<file path="config.mk">
export PLATFORM = sky130hd
export DESIGN_NAME = alu_issue_stage_flat
export DESIGN_NICKNAME = d
export VERILOG_FILES = /design/src/rtl/alu_pkg.sv /design/src/rtl/alu_issue_stage_if.sv /design/src/rtl/alu_issue_decode.sv /design/src/rtl/alu_issue_stage.sv /design/src/flat_wrapper.sv
export SDC_FILE = /design/constraint.sdc
export NUM_CORES = 1
export LEC_CHECK = 0
export ABC_AREA = 1
export CAP_MARGIN = 30
export CORE_MARGIN = 3
export CORE_UTILIZATION = 45
export DETAILED_ROUTE_END_ITERATION = 6
export PLACE_DENSITY = 0.79
export SETUP_SLACK_MARGIN = 0.5
export SLEW_MARGIN = 15
export SYNTH_ARGS = -nofsm -noshare
export SYNTH_HDL_FRONTEND = slang
export SYNTH_SLANG_ARGS = --single-unit
</file>
<file path="constraint.sdc">
create_clock -name clk -period 7.65 [get_ports clk]
set_clock_uncertainty 0.05 [all_clocks]
set_input_delay 0.765 -clock clk [delete_from_list [all_inputs] [get_ports clk]]
set_output_delay 0.765 -clock clk [all_outputs]
set_load 0.05 [all_outputs]
</file>
<file path="src/rtl/alu_pkg.sv">
// Shared definitions for the ALU issue path: aluc codes, MIPS opcode/funct
// values, and the issue-beat payload that flows through the skid buffer.
package alu_pkg;

  localparam int XLEN_P = 32;

  localparam logic [3:0] ALUC_ADD = 4'b0000;
  localparam logic [3:0] ALUC_SUB = 4'b0100;
  localparam logic [3:0] ALUC_AND = 4'b0001;
  localparam logic [3:0] ALUC_OR  = 4'b0101;
  localparam logic [3:0] ALUC_XOR = 4'b0010;
  localparam logic [3:0] ALUC_LUI = 4'b0110;
  localparam logic [3:0] ALUC_SLL = 4'b0011;
  localparam logic [3:0] ALUC_SRL = 4'b0111;
  localparam logic [3:0] ALUC_SRA = 4'b1111;

  localparam logic [5:0] OP_RTYPE = 6'b000000;
  localparam logic [5:0] OP_ADDI  = 6'b001000;
  localparam logic [5:0] OP_ADDIU = 6'b001001;
  localparam logic [5:0] OP_ANDI  = 6'b001100;
  localparam logic [5:0] OP_ORI   = 6'b001101;
  localparam logic [5:0] OP_XORI  = 6'b001110;
  localparam logic [5:0] OP_LUI   = 6'b001111;

  localparam logic [5:0] F_SLL  = 6'b000000;
  localparam logic [5:0] F_SRL  = 6'b000010;
  localparam logic [5:0] F_SRA  = 6'b000011;
  localparam logic [5:0] F_SLLV = 6'b000100;
  localparam logic [5:0] F_SRLV = 6'b000110;
  localparam logic [5:0] F_SRAV = 6'b000111;
  localparam logic [5:0] F_ADD  = 6'b100000;
  localparam logic [5:0] F_ADDU = 6'b100001;
  localparam logic [5:0] F_SUB  = 6'b100010;
  localparam logic [5:0] F_SUBU = 6'b100011;
  localparam logic [5:0] F_AND  = 6'b100100;
  localparam logic [5:0] F_OR   = 6'b100101;
  localparam logic [5:0] F_XOR  = 6'b100110;

  typedef struct packed {
    logic [XLEN_P-1:0] a;
    logic [XLEN_P-1:0] b;
    logic [3:0]        aluc;
    logic [4:0]        dest;
    logic              wen;
    logic              illegal;
  } issue_beat_t;

  typedef enum logic [1:0] {
    SKID_EMPTY = 2'd0,
    SKID_ONE   = 2'd1,
    SKID_TWO   = 2'd2
  } skid_state_e;

  function automatic logic [XLEN_P-1:0] sext16(input logic [15:0] v);
    return {{16{v[15]}}, v};
  endfunction

endpackage

</file>
<file path="src/rtl/alu_issue_stage_if.sv">
// Issue-stage bus: upstream instruction beat in, ALU operand beat out.
// Optional ALU_ISSUE_ILLEGAL_EN adds out_illegal and err_sticky.
interface alu_issue_stage_if #(parameter int XLEN = 32);
  logic            in_valid;
  logic            in_ready;
  logic [31:0]     in_instr;
  logic [XLEN-1:0] in_rs_val;
  logic [XLEN-1:0] in_rt_val;
  logic            out_valid;
  logic            out_ready;
  logic [XLEN-1:0] out_a;
  logic [XLEN-1:0] out_b;
  logic [3:0]      out_aluc;
  logic [4:0]      out_dest;
  logic            out_wen;
`ifdef ALU_ISSUE_ILLEGAL_EN
  logic            out_illegal;
  logic            err_sticky;
`endif

  modport slave (
    input  in_valid, in_instr, in_rs_val, in_rt_val, out_ready,
`ifdef ALU_ISSUE_ILLEGAL_EN
    output out_illegal, err_sticky,
`endif
    output in_ready, out_valid, out_a, out_b, out_aluc, out_dest, out_wen
  );

  modport master (
    output in_valid, in_instr, in_rs_val, in_rt_val, out_ready,
`ifdef ALU_ISSUE_ILLEGAL_EN
    input  out_illegal, err_sticky,
`endif
    input  in_ready, out_valid, out_a, out_b, out_aluc, out_dest, out_wen
  );
endinterface

</file>
<file path="src/rtl/alu_issue_decode.sv">
// Combinational decode of a MIPS ALU instruction plus its register values
// into the ALU issue beat (aluc, operands, destination, write enable).
module alu_issue_decode
  import alu_pkg::*;
(
  input  logic [31:0]       instr_i,
  input  logic [XLEN_P-1:0] rs_val_i,
  input  logic [XLEN_P-1:0] rt_val_i,
  output issue_beat_t       beat_o
);

  logic [5:0]  opcode;
  logic [4:0]  rt_idx;
  logic [4:0]  rd_idx;
  logic [4:0]  shamt;
  logic [5:0]  funct;
  logic [15:0] imm16;
  logic        supported;
  logic [4:0]  dest_idx;
  logic        unused_rs_idx;

  assign opcode = instr_i[31:26];
  assign rt_idx = instr_i[20:16];
  assign rd_idx = instr_i[15:11];
  assign shamt  = instr_i[10:6];
  assign funct  = instr_i[5:0];
  assign imm16  = instr_i[15:0];
  // rs arrives already read out as rs_val_i; its index field is not needed here.
  assign unused_rs_idx = ^instr_i[25:21];

  always_comb begin
    beat_o      = '0;
    beat_o.a    = rs_val_i;
    beat_o.b    = rt_val_i;
    beat_o.aluc = ALUC_ADD;
    supported   = 1'b0;
    dest_idx    = '0;
    case (opcode)
      OP_RTYPE: begin
        supported = 1'b1;
        dest_idx  = rd_idx;
        case (funct)
          F_ADD, F_ADDU: beat_o.aluc = ALUC_ADD;
          F_SUB, F_SUBU: beat_o.aluc = ALUC_SUB;
          F_AND:         beat_o.aluc = ALUC_AND;
          F_OR:          beat_o.aluc = ALUC_OR;
          F_XOR:         beat_o.aluc = ALUC_XOR;
          F_SLL: begin beat_o.aluc = ALUC_SLL; beat_o.a = {27'b0, shamt}; end
          F_SRL: begin beat_o.aluc = ALUC_SRL; beat_o.a = {27'b0, shamt}; end
          F_SRA: begin beat_o.aluc = ALUC_SRA; beat_o.a = {27'b0, shamt}; end
          F_SLLV:        beat_o.aluc = ALUC_SLL;
          F_SRLV:        beat_o.aluc = ALUC_SRL;
          F_SRAV:        beat_o.aluc = ALUC_SRA;
          default:       supported   = 1'b0;
        endcase
      end
      OP_ADDI, OP_ADDIU: begin
        supported = 1'b1; dest_idx = rt_idx;
        beat_o.aluc = ALUC_ADD; beat_o.b = sext16(imm16);
      end
      OP_ANDI: begin
        supported = 1'b1; dest_idx = rt_idx;
        beat_o.aluc = ALUC_AND; beat_o.b = {16'b0, imm16};
      end
      OP_ORI: begin
        supported = 1'b1; dest_idx = rt_idx;
        beat_o.aluc = ALUC_OR; beat_o.b = {16'b0, imm16};
      end
      OP_XORI: begin
        supported = 1'b1; dest_idx = rt_idx;
        beat_o.aluc = ALUC_XOR; beat_o.b = {16'b0, imm16};
      end
      OP_LUI: begin
        // The ALU does the shift-by-16; issue hands it the raw immediate.
        supported = 1'b1; dest_idx = rt_idx;
        beat_o.aluc = ALUC_LUI; beat_o.b = {16'b0, imm16};
      end
      default: supported = 1'b0;
    endcase
    beat_o.dest    = supported ? dest_idx : 5'd0;
    beat_o.wen     = supported && (dest_idx != 5'd0);
    beat_o.illegal = !supported;
  end

endmodule

</file>
<file path="src/rtl/alu_issue_stage.sv">
// ALU issue stage: decode plus two-entry registered skid buffer with
// valid/ready on both sides. Optional feature macro: ALU_ISSUE_ILLEGAL_EN.
module alu_issue_stage
  import alu_pkg::*;
#(
  parameter int XLEN = 32
) (
  input logic          clk,
  input logic          rst_n,
  alu_issue_stage_if.slave bus
);

  if (XLEN != 32) begin : g_xlen_check
    $error("alu_issue_stage: XLEN must be 32");
  end

  skid_state_e state_q, state_d;
  issue_beat_t main_q, main_d;
  issue_beat_t skid_q, skid_d;
  issue_beat_t dec_beat;
  logic        in_acc;
  logic        out_acc;

  alu_issue_decode u_decode (
    .instr_i  (bus.in_instr),
    .rs_val_i (bus.in_rs_val),
    .rt_val_i (bus.in_rt_val),
    .beat_o   (dec_beat)
  );

  // in_ready comes only from registered state, never from out_ready.
  assign in_acc  = bus.in_valid && (state_q != SKID_TWO);
  assign out_acc = (state_q != SKID_EMPTY) && bus.out_ready;

  always_comb begin
    state_d = state_q;
    main_d  = main_q;
    skid_d  = skid_q;
    case (state_q)
      SKID_EMPTY: begin
        if (in_acc) begin
          state_d = SKID_ONE;
          main_d  = dec_beat;
        end
      end
      SKID_ONE: begin
        if (in_acc && out_acc) begin
          main_d = dec_beat;
        end else if (in_acc) begin
          state_d = SKID_TWO;
          skid_d  = dec_beat;
        end else if (out_acc) begin
          state_d = SKID_EMPTY;
        end
      end
      SKID_TWO: begin
        if (out_acc) begin
          state_d = SKID_ONE;
          main_d  = skid_q;
        end
      end
      default: state_d = SKID_EMPTY;
    endcase
  end

  always_ff @(posedge clk or negedge rst_n) begin
    if (!rst_n) begin
      state_q <= SKID_EMPTY;
      main_q  <= '0;
    end else begin
      state_q <= state_d;
      main_q  <= main_d;
    end
  end

  // The skid entry is only ever read after being written, so it needs no reset.
  always_ff @(posedge clk) begin
    skid_q <= skid_d;
  end

  assign bus.in_ready  = (state_q != SKID_TWO);
  assign bus.out_valid = (state_q != SKID_EMPTY);
  assign bus.out_a     = main_q.a;
  assign bus.out_b     = main_q.b;
  assign bus.out_aluc  = main_q.aluc;
  assign bus.out_dest  = main_q.dest;
  assign bus.out_wen   = main_q.wen;

`ifdef ALU_ISSUE_ILLEGAL_EN
  logic err_sticky_q, err_sticky_d;

  assign err_sticky_d = err_sticky_q || (out_acc && main_q.illegal);

  always_ff @(posedge clk or negedge rst_n) begin
    if (!rst_n) err_sticky_q <= 1'b0;
    else        err_sticky_q <= err_sticky_d;
  end

  assign bus.out_illegal = main_q.illegal;
  assign bus.err_sticky  = err_sticky_q;
`else
  logic unused_illegal;
  assign unused_illegal = main_q.illegal;
`endif

endmodule

</file>
<file path="src/flat_wrapper.sv">
// flat-port wrapper written by rule: the top's interface ports become plain ports
module alu_issue_stage_flat import alu_pkg::*;
#(
  parameter int XLEN = 32
)
  (clk, rst_n, bus_in_valid, bus_in_instr, bus_in_rs_val, bus_in_rt_val, bus_out_ready, bus_in_ready, bus_out_valid, bus_out_a, bus_out_b, bus_out_aluc, bus_out_dest, bus_out_wen);
  alu_issue_stage_if #(.XLEN(XLEN)) bus_i ();
  input logic clk;
  input logic rst_n;
  input wire logic [$bits(bus_i.in_valid)-1:0] bus_in_valid;
  input wire logic [$bits(bus_i.in_instr)-1:0] bus_in_instr;
  input wire logic [$bits(bus_i.in_rs_val)-1:0] bus_in_rs_val;
  input wire logic [$bits(bus_i.in_rt_val)-1:0] bus_in_rt_val;
  input wire logic [$bits(bus_i.out_ready)-1:0] bus_out_ready;
  output wire logic [$bits(bus_i.in_ready)-1:0] bus_in_ready;
  output wire logic [$bits(bus_i.out_valid)-1:0] bus_out_valid;
  output wire logic [$bits(bus_i.out_a)-1:0] bus_out_a;
  output wire logic [$bits(bus_i.out_b)-1:0] bus_out_b;
  output wire logic [$bits(bus_i.out_aluc)-1:0] bus_out_aluc;
  output wire logic [$bits(bus_i.out_dest)-1:0] bus_out_dest;
  output wire logic [$bits(bus_i.out_wen)-1:0] bus_out_wen;
  assign bus_i.in_valid = bus_in_valid;
  assign bus_i.in_instr = bus_in_instr;
  assign bus_i.in_rs_val = bus_in_rs_val;
  assign bus_i.in_rt_val = bus_in_rt_val;
  assign bus_i.out_ready = bus_out_ready;
  assign bus_in_ready = bus_i.in_ready;
  assign bus_out_valid = bus_i.out_valid;
  assign bus_out_a = bus_i.out_a;
  assign bus_out_b = bus_i.out_b;
  assign bus_out_aluc = bus_i.out_aluc;
  assign bus_out_dest = bus_i.out_dest;
  assign bus_out_wen = bus_i.out_wen;
  alu_issue_stage #(.XLEN(XLEN)) u_core (.clk(clk), .rst_n(rst_n), .bus(bus_i));
endmodule
</file>
==> summary.txt <==
status: complete, no violations
Hold/Removal Path Class: in -> async
Seq/Total Area, Yosys: 61.5%
critical path class: reg -> out
synthesized area per cell: 9.03 um2
Ports: 176
drt wl/cell: 16.1 um
Flop pwr share: 31.5%
vias after detailed routing: 5589
first-pass GRT wire length: 28100 um
Clock Sinks: 150
remaining global-route overflow: 0
synth cell count leaders: nand2_1, a21oi_1, nor2_1
Worst Path Arrival: 2.79 ns
mux contribution to synthesized area: 0%
Slew Limit Headroom: 39.3%
Reg-to-Reg Start: u_core.state_q[0]$_DFFE_PN0P_
CTS buffer count: 17
Starting Density: 47.2%
Synth Instances: 743
Net Sw Power: 1.68 mW
Post-Synth Adder-Cell Area: 0%
combinational power share: 46.8%
Post-DP Area: 0.00850 mm2
synth unique cells: 24
Net Sw Frac: 43.6%
clk slew on worst S/H paths: 0.06 ns
RSZ-0062 raised after global routing: false
Layout area overhead: 35.6%
Synth area leaders: edfxtp_1, dfrtp_1, nand2_1
DP HPWL: 11200 um
final net count: 999
Synth Flop Type: dfrtp_1
f_max: 277 MHz
xor/xnor share of the synthesized area: 0%
flop-to-flop setup slack: 4.52 ns
routed wire length: 17600 um
main combinational cell family by area after synthesis: simple AND/OR/NAND/NOR gates
Compound-Gate Fraction of Synth Area: 12.2%
die height: 128 um
mapped cell area: 0.00671 mm2
Worst Tran Pin Value: 0.910 ns
routability cong.: 0.824
Fin. Hold Viols: 0
Die W: 128 um
EDFF count, synth: 74
CP max FO: 43
max-slew violations: 0
FF-to-FF End: u_core.bus.out_wen$_DFFE_PN0P_
worst skew pair latency: 0.41 ns
Syn Nets: 843
standby leakage power: 4.06 nW
max-cap check violation count: 0
Yosys top cell by area: edfxtp_1
Routed Antenna Nets: 0
number of global-route vias before repair: 5573
Vias/cell: 5.12
minimum clock period: 3.61 ns
Post-synth ARST share: 50.7%
largest net degree at the start of global routing: 82
VDD IR max: 0.213 mV
CTS Root Cell: clkbuf_16
Crit. End Element: output pin
initial antenna violation count: 1
Startpoint Class: register
port buffer count: 170
core area: 0.0142 mm2
post-synthesis simple-gate area fraction: 20.0%
PD cells: 425 mW/mm2
H-tree Lvls: 4
Reg2Reg Depth: 8
# DRC: 0
TNS Setup: 0 ns
Fill cells: 1185
Iteration-0 DRC Markers: 420
Critical Path RT: 6.84 ns
hold buffers post-CTS: 0
Yosys top cell area share: 33.1%
Rows: 43
diode count: 0
share of layout cells above drive strength 1: 7.35%
die area: 0.0164 mm2
CTS max path bufs: 2
Int Pwr: 2.18 mW
FF+latch count, synth: 150
Layout Utilization: 64.0%
post-route cell area: 0.00910 mm2
CTS tree: yes
Synth warnings: 0
cell with the most instances after synthesis: nand2_1
Clock Power Share: 21.7%
Post-CTS Resized: 0
GRT Total Usage: 22.0%
TritonRoute pass-1 iters: 5
postcts setup bufs: 0
Final setup viols: 0
Final Cycle Share: 47.1%
## worst max-delay path: stages (launching register included)
cell             delay [ns]
dfrtp_1                0.44
nor2_4                 0.58
buf_4                  0.57
inv_2                  0.07
clkdlybuf4s50_1        0.71
## area by class of cell
type | instances | area, um2 | share of cell area [%]
clock inverters | 14 | 156 | 1.72
clock buffers | 18 | 439 | 4.83
inverters | 57 | 214 | 2.35
repair buffers | 177 | 1750 | 19.3
flip-flops and latches | 150 | 4120 | 45.3
well taps | 180 | 225 | 2.48
multi-input cells | 496 | 2190 | 24.0
## cells by family after synthesis
group                  Yosys count
and+or+nand+nor                340
DFF                            150
buffers and inverters           97
AOI/OAI and AO/OA              156
## state kept, by name, summed over array words and instances, names as in the netlist
| name | count |
|---|---|
| u_core.state_q | 2 |
| u_core.bus.out_b | 32 |
| u_core.bus.out_dest | 5 |
| u_core.bus.out_a | 32 |
| u_core.bus.out_wen | 1 |
| u_core.bus.out_aluc | 4 |
| u_core.skid_q | 74 |
## cell usage in the layout, fill, tap and decap left out, types with 2 or more instances in the layout
master             n
nand2_1          196
clkdlybuf4s50_1  169
a21oi_1          126
nor2_1           108
dfrtp_1           76
edfxtp_1          74
inv_1             52
clkbuf_16         17
nand3_1           12
o21ai_0           12
nor2_2            11
a21oi_2            9
buf_4              8
o21ai_1            7
clkinv_2           6
nand4_1            5
inv_2              4
nor3_1             4
bufinv_16          3
nor2_4             2
clkinv_1           2
clkinvlp_4         2
## power groups by stage
stage	registers [mW]	clock network [mW]	logic (mW)
6_report	1.22	0.840	1.81
5_1_grt	1.25	0.889	1.93
4_1_cts	1.22	0.855	1.82
3_5_place_dp	1.23	0	1.82
3_3_place_gp	1.22	0	1.80
2_1_floorplan	1.88	0	0.561
## worst max-delay path by stage
stage,start,end,cells past startpoint
CTS,u_core.state_q[0]$_DFFE_PN0P_,bus_in_ready,4
global route,u_core.state_q[1]$_DFFE_PN0P_,bus_in_ready,5
global placement,u_core.state_q[0]$_DFFE_PN0P_,bus_in_ready,4
floorplan,bus_in_valid,u_core.skid_q[10]$_DFFE_PP_,2
finish,u_core.state_q[0]$_DFFE_PN0P_,bus_in_ready,4
detailed placement,u_core.state_q[0]$_DFFE_PN0P_,bus_in_ready,4
## through the flow
| step | setup WS [ns] | power [mW] | instances | hold slack (ns) |
|---|---|---|---|---|
| global route | 3.89 | 4.06 | 1092 | 0.189 |
| CTS | 4.02 | 3.90 | 1092 | 0.182 |
| detailed placement | 4.48 | 3.04 | 1060 | 0.414 |
| floorplan | 3.18 | 2.44 | 743 | 0.419 |
| global placement | 4.47 | 3.02 | 1060 | 0.415 |
| finish | 4.04 | 3.87 | 1092 | 0.188 |
## routing by layer
layer / routed length, um / global-route usage (%) / share of wire, % / vias up
li1: - / - / - / 2733
met5: 13 / 0 / 0.074 / -
met3: 1490 / 6.63 / 8.4 / 24
met2: 8390 / 35.5 / 48 / 235
met1: 7470 / 28.2 / 42 / 2595
met4: 246 / 7.49 / 1.4 / 2
No activity file was read; power rests on OpenSTA's default activity.
